===== config.mk =====
export PLATFORM = sky130hd
export DESIGN_NAME = dmem_arbiter
export DESIGN_NICKNAME = d
export VERILOG_FILES = /design/src/rtl/dmem_arbiter_pkg.sv /design/src/rtl/dmem_arbiter_starve.sv /design/src/rtl/dmem_arbiter.sv
export SDC_FILE = /design/constraint.sdc
export NUM_CORES = 1
export LEC_CHECK = 0
export BUFFER_PORTS_ARGS = -buffer_cell sky130_fd_sc_hd__buf_2
export CORE_ASPECT_RATIO = 0.5
export CORE_MARGIN = 5
export CORE_UTILIZATION = 35
export CTS_BUF_LIST = sky130_fd_sc_hd__clkbuf_4
export DETAILED_ROUTE_END_ITERATION = 10
export GPL_TIMING_DRIVEN = 0
export PLACE_DENSITY = 0.88
export SLEW_MARGIN = 20
export SYNTH_ARGS = -nofsm -noshare
export SYNTH_HDL_FRONTEND = slang
export SYNTH_SLANG_ARGS = --single-unit

===== constraint.sdc =====
create_clock -name clk -period 1.7 [get_ports clk]
set_clock_uncertainty 0.15 [all_clocks]
set_input_delay 0.34 -clock clk [delete_from_list [all_inputs] [get_ports clk]]
set_output_delay 0.34 -clock clk [all_outputs]
set_load 0.03 [all_outputs]

===== src/rtl/dmem_arbiter_pkg.sv =====
// Shared types and defaults for the data-memory arbiter between the CPU
// memory stage and the loader/debug port.
package dmem_arbiter_pkg;

  typedef enum logic [1:0] {
    IDLE    = 2'd0,
    GNT_CPU = 2'd1,
    GNT_LD  = 2'd2
  } arb_state_e;

  localparam int STARVE_LIMIT_DEF = 8;
  localparam int STARVE_CNT_W     = 4;

endpackage


===== src/rtl/dmem_arbiter_starve.sv =====
// Saturating starvation counter: clear wins over enable, holds at LIMIT.
module starve_counter
  import dmem_arbiter_pkg::*;
#(
  parameter int LIMIT = STARVE_LIMIT_DEF
) (
  input  logic clk,
  input  logic rst_n,
  input  logic clr_i,
  input  logic en_i,
  output logic at_limit_o
);

  localparam logic [STARVE_CNT_W-1:0] LIM = STARVE_CNT_W'(LIMIT);

  logic [STARVE_CNT_W-1:0] cnt_q;
  logic [STARVE_CNT_W-1:0] cnt_d;

  always_comb begin
    cnt_d = cnt_q;
    if (clr_i) begin
      cnt_d = '0;
    end else if (en_i && (cnt_q != LIM)) begin
      cnt_d = cnt_q + 1'b1;
    end
  end

  always_ff @(posedge clk or negedge rst_n) begin
    if (!rst_n) begin
      cnt_q <= '0;
    end else begin
      cnt_q <= cnt_d;
    end
  end

  assign at_limit_o = (cnt_q == LIM);

endmodule


===== src/rtl/dmem_arbiter.sv =====
// Single-port data-memory arbiter: CPU has priority, the loader is granted
// when the CPU is idle or once it has waited STARVE_LIMIT cycles.
module dmem_arbiter
  import dmem_arbiter_pkg::*;
#(
  parameter int WIDTH        = 32,
  parameter int STARVE_LIMIT = STARVE_LIMIT_DEF
) (
  input  logic             clk,
  input  logic             rst_n,
  input  logic             cpu_req,
  input  logic             cpu_we,
  input  logic [WIDTH-1:0] cpu_adr,
  input  logic [WIDTH-1:0] cpu_wdata,
  output logic [WIDTH-1:0] cpu_rdata,
  output logic             cpu_stall,
  input  logic             ld_req,
  input  logic             ld_we,
  input  logic [WIDTH-1:0] ld_adr,
  input  logic [WIDTH-1:0] ld_wdata,
  output logic [WIDTH-1:0] ld_rdata,
  output logic             ld_ack,
  output logic [WIDTH-1:0] ram_adr,
  output logic [WIDTH-1:0] ram_write_data,
  output logic             ram_write_enable,
  input  logic [WIDTH-1:0] ram_read_data
);

  arb_state_e       state_q, state_d;
  logic             cpu_grant, ld_grant;
  logic             starve_at_limit;
  logic             ld_ack_q;
  logic [WIDTH-1:0] ld_rdata_q, ld_rdata_d;

  // The ack cycle (GNT_LD) is never eligible, so a held ld_req only counts
  // as a fresh request from the cycle after the ack.
  always_comb begin
    ld_grant  = 1'b0;
    cpu_grant = 1'b0;
    if (rst_n) begin
      if (ld_req && (state_q != GNT_LD) && (!cpu_req || starve_at_limit)) begin
        ld_grant = 1'b1;
      end else if (cpu_req) begin
        cpu_grant = 1'b1;
      end
    end

    state_d = IDLE;
    if (ld_grant) begin
      state_d = GNT_LD;
    end else if (cpu_grant) begin
      state_d = GNT_CPU;
    end

    ram_adr          = '0;
    ram_write_data   = '0;
    ram_write_enable = 1'b0;
    if (cpu_grant) begin
      ram_adr          = cpu_adr;
      ram_write_data   = cpu_wdata;
      ram_write_enable = cpu_we;
    end else if (ld_grant) begin
      ram_adr          = ld_adr;
      ram_write_data   = ld_wdata;
      ram_write_enable = ld_we;
    end

    ld_rdata_d = ld_grant ? ram_read_data : ld_rdata_q;
  end

  starve_counter #(
    .LIMIT(STARVE_LIMIT)
  ) u_starve (
    .clk       (clk),
    .rst_n     (rst_n),
    .clr_i     (!ld_req || ld_grant),
    .en_i      (ld_req && !ld_grant && (state_q != GNT_LD)),
    .at_limit_o(starve_at_limit)
  );

  always_ff @(posedge clk or negedge rst_n) begin
    if (!rst_n) begin
      state_q    <= IDLE;
      ld_ack_q   <= 1'b0;
      ld_rdata_q <= '0;
    end else begin
      state_q    <= state_d;
      ld_ack_q   <= ld_grant;
      ld_rdata_q <= ld_rdata_d;
    end
  end

  assign cpu_rdata = cpu_grant ? ram_read_data : '0;
  assign cpu_stall = cpu_req && !cpu_grant;
  assign ld_rdata  = ld_rdata_q;
  assign ld_ack    = ld_ack_q;

endmodule

### Word level (Yosys, flattened, before mapping)

Cells that the tools add are included.

* bits in registers: 39
* bits of input ports: 166
* logic and storage cells: 37

* mux-type cells: 16
* reductions and logical operators: 13
* equality and inequality tests: 3
* add/subtract/negate cells: 1

Operator list (count)
* $mux W32: 5
* $mux W1: 8
* $mux W4: 2
* $logic_and A1 B1 Y1: 6
* $add A4 B1 Y4 const B: 1
* $eq A4 B4 Y1 const B: 1
* $logic_not A1 Y1: 4
* $ne A4 B4 Y1 const B: 1
* $logic_or A1 B1 Y1: 2
* $mux W2: 1
* $ne A2 B2 Y1 const B: 1
* $reduce_bool A2 Y1: 1

### Logic depth before layout (Yosys ltp)

* depth in word-level cells: 11
* mapped depth: 8

### By module

From an unflattened synthesis, not the netlist that was laid out.

* cell total of the unflattened synthesis: 216
* area total of the unflattened synthesis: 2418.6 sq um

Modules (own cells, without submodules)
* dmem_arbiter: times used 1, cells an instance 192, area each 2185.8 sq um
* starve_counter: times used 1, cells an instance 24, area each 232.7 sq um

### Worst setup path before layout

No wires, ideal clock.

* kind: register -> output
* start point: reg u_starve.cnt_q[0]
* end point: out ram_adr[10]
* slack: -0.799 ns
* required time: 1.210 ns
* arrival: 2.009 ns
* path buffers: 2
* stages on the path, launching flop included: 9
* cells stage by stage: dfrtp_1 > inv_1 > ha_1 > and3b_1 > nand3_2 > buf_4 > buf_2 > nand3_1 > a21boi_0

* cells in the longest elaborated chain, start to end: 7
* elaborated cells on any way between the ends: 9

RTL lines
* from (decl): line dmem_arbiter_starve.sv:16 `logic [STARVE_CNT_W-1:0] cnt_q;`
* from (signal assigned): line dmem_arbiter_starve.sv:32 `cnt_q <= cnt_d;`
* $eq A4 B4 Y1 *: line dmem_arbiter_starve.sv:36 `assign at_limit_o = (cnt_q == LIM);`
* $logic_or A1 B1 Y1 *: line dmem_arbiter.sv:41 `if (ld_req && (state_q != GNT_LD) && (!cpu_req || starve_at_limit)) begin`
* $logic_and A1 B1 Y1 *: line dmem_arbiter.sv:41
* $mux W1: line dmem_arbiter.sv:41
* $mux W1: line dmem_arbiter.sv:40 `if (rst_n) begin`
* $mux W32: line dmem_arbiter.sv:62 `end else if (ld_grant) begin`
* $mux W32 *: line dmem_arbiter.sv:58 `if (cpu_grant) begin`
* to (decl): line dmem_arbiter.sv:23 `output logic [WIDTH-1:0] ram_adr,`

Mark *: on every way between the ends. The rest lies on a longest branch, timed or not.

### Final worst setup path

* start point: reg u_starve.cnt_q[0]
* end point: out ram_adr[19]

Same word-level chain as after synthesis.

==> results.yml <==
sta:
  timing.final.ws_setup_ps: -909
  rsz0062_at_grt: "true"
  fmax_ghz: 0.383
  relSlewSlack_pct: 53.2
  min_period_over_period_pct: 153
  period_needed_ps: 2610
  tightest_slew_ps: 702
  setup_violations: 132
  hold_viol_final: 38
  holdWs_ps: -311
  finalMaxSlewViolations: 0
power_and_ir_drop:
  ir_drop_v: 0.000563
  comb_power_share_pct: 58.0
  power_density_nw_per_um2: 556
  power.switching_mw: 1.77
  cellLeakagePower_nw: 3.76
  clockPowerShare_pct: 14.6
  p_seq_share_pct: 27.4
  p_int_mw: 2.52
  swShare_pct: 41.3
routing:
  avgRoutedWirePerCell_um: 23.0
  drtIter0Drc: 204
  antenna_left: 0
  post-route-drc-count: 0
  vias: 4600
  firstDrtPassIters: 5
  routed_wl_um: 19000
  viasPerCell: 5.56
global_route:
  grt_pass1_vias: 4841
  grt_max_degree: 40
  grt_usage_pct: 26.7
  grt_first_pass_wirelength_um: 25200
  antenna_found_initial: 1
  overflow: 0
placed_design:
  placed_area_um2: 5810
  placed_cells: 788
  portBuffers: 296
  dpl.hpwl_um: 11200
  gp_congestion: 0.807
synthesis:
  netlist_instances: 375
  syn_nets: 543
  synth-seq-area-share_pct: 29.4
  synthTopCellsByArea: "dfrtp_1, nand3_1, mux2_4, a21boi_0, and2_1"
  syn_avg_cell_area_um2: 8.62
  ys_warn_count: 0
  syn-cell-area_um2: 3230
  synth-seq-cells: 38
  ys_types: 30
  synth_top_area_share_pct: 29.4
  yosysTopAreaCell: "dfrtp_1"
clock_tree:
  clock_latency_ps: 350
  cts_tree: "done"
  cts_inserted_buffers: 5
  h-tree-depth: 2
  cts_root_buf: "clkbuf_4"
  clockBufferDepth: 2
  clk_pin_slew_ps: 140
  cts_sinks: 38
worst_setup_path:
  critPathRequiredTime_ps: 1210
  crit_arrival_ps: 2120
  path_class: "reg -> out"
  cpMostUsedCell: "buf_12"
  slowest_delay_ps: 390
  cp-end-kind: "output port"
  critPathMaxFanout: 10
  reg2reg_slack_ps: -420
  crit_buf_inv: 4
  cpMaxStageDelayCell: "dfrtp_1"
  cp_top_family: "simple AND/OR/NAND/NOR gates"
  crit_chain: "inv_2, ha_4, and3b_1, nand3_4, buf_12, buf_12, nand3_1, a21boi_4, buf_6"
  crit_path_start_kind: "register"
layout:
  final_cell_mix: "buf_2, buf_6, nand3_2"
  stdcell_count: 827
  fin_nets: 876
  nFillCells: 416
  multi_input_area_um2: 3440
  seqCellArea_um2: 952
  layout-drive-gt1-share_pct: 84.2
  area_growth_pct: 139
  layout_commonest_cell: "buf_2"
  design_area_um2: 7710
die:
  io_pins: 297
  start_util_pct: 36.5
  die-width_um: 146
  num_rows: 24
  core_um2: 8860
  die_h_um: 78.0
  dieArea_um2: 11400
run:
  drv_cap: 0
hold_path:
  hold_class: "in -> async"
run_status:
  violations: "negative hold slack, negative setup slack"
  outcome: "complete, but fails checks"
## synthesized netlist by cell type
| cell type | n |
|---|---|
| clkbuf_2 | 1 |
| dfrtp_1 | 38 |
| inv_1 | 5 |
| nor4b_1 | 1 |
| buf_6 | 3 |
| nand3_2 | 1 |
| clkbuf_1 | 14 |
| and3_1 | 1 |
| and3b_1 | 1 |
| nor4_1 | 1 |
| a21boi_1 | 22 |
| o21ai_0 | 5 |
| nand2_1 | 2 |
| a31oi_1 | 1 |
| mux2_2 | 3 |
| mux2_4 | 29 |
| buf_2 | 12 |
| nand3b_1 | 1 |
| nand3_4 | 1 |
| a21boi_0 | 44 |
| nand2_2 | 1 |
| buf_1 | 1 |
| nor2b_1 | 2 |
| ha_1 | 2 |
| and2_1 | 33 |
| a21oi_1 | 2 |
| nor2_1 | 1 |
| nand2b_4 | 1 |
| buf_4 | 12 |
| nand3_1 | 134 |
## per-layer routing
| metal | up-vias | global-route usage, % | wire (µm) |
|---|---|---|---|
| li1 | 2016 | - | - |
| met1 | 2242 | 29.8 | 6760 |
| met2 | 266 | 51.2 | 10200 |
| met3 | 76 | 5.36 | 1310 |
| met4 | 0 | 9.09 | 776 |
| met5 | - | 0 | 0 |
## final cells by class
| cell class | count | area share, % |
|---|---|---|
| buffer | 43 | 6.52 |
| timing repair buffer | 326 | 33.2 |
| antenna | 1 | 0.0324 |
| tap | 117 | 1.90 |
| clock buffer | 6 | 0.584 |
| inverter | 5 | 0.308 |
| sequential | 38 | 12.3 |
| multi-input combinational | 289 | 44.6 |
| clock inverter | 2 | 0.438 |
## worst paths after layout
check	start	endpoint	depth (start not counted)
worst max-delay path	u_starve.cnt_q[0]$_DFFE_PN0P_	ram_adr[19]	9
worst min-delay path	rst_n	ld_rdata[28]$_DFFE_PN0N_	1
worst max register to register	u_starve.cnt_q[0]$_DFFE_PN0P_	ld_rdata[14]$_DFFE_PN0N_	9
worst min register to register	ld_rdata[10]$_DFFE_PN0N_	ld_rdata[10]$_DFFE_PN0N_	1
max in group asynchronous	rst_n	ld_rdata[1]$_DFFE_PN0N_	1
min in group clk	ram_read_data[25]	ld_rdata[25]$_DFFE_PN0N_	2
## flip-flops by register name (all words and copies together) (netlist names)
name / count
ld_rdata: 32
u_starve.cnt_q: 4
ld_ack: 1
state_q: 1
## metrics by stage
stage                     power [mW]  setup slack (ps)  utilization (%)  setup TNS (ps)  hold WS (ps)
after floorplan                 2.53              -326                -          -27510          -106
after global placement          3.12             -1490             65.6         -139300           319
after detailed placement        3.17             -1550             65.6         -146400           338
after CTS                       4.08              -799             80.0          -83940          -271
after global routing            4.47              -954             87.1         -100580          -313
final                           4.29              -909             87.1          -92850          -311
## cells by family (layout without fill, tap and decap cells)
logic type,Yosys count,in the layout,synth area share (%)
buf+inv,48,382,8.17
compound gates,74,74,16.6
flops,38,38,29.4
mux,32,32,14.5
other cells,0,1,0
fa+ha+maj,2,2,0.774
simple gates,181,181,30.5
## power by group through the flow
stage	registers (mW)	clock network, mW	logic, mW
after floorplan	1.50	0	1.02
after CTS	1.17	0.626	2.29
final	1.18	0.626	2.49
after global placement	1.17	0	1.95
after global routing	1.20	0.685	2.59
after detailed placement	1.18	0	1.99
## what timing repair did
item                                    CTS  global route
buffers inserted                         16             6
pin swaps                                16            31
hold endpoints to repair                 38            38
endpoints found under the setup margin  135           133
gates resized for setup                 272            95
cloned                                    4             8
(Power assumes the default switching activity.)
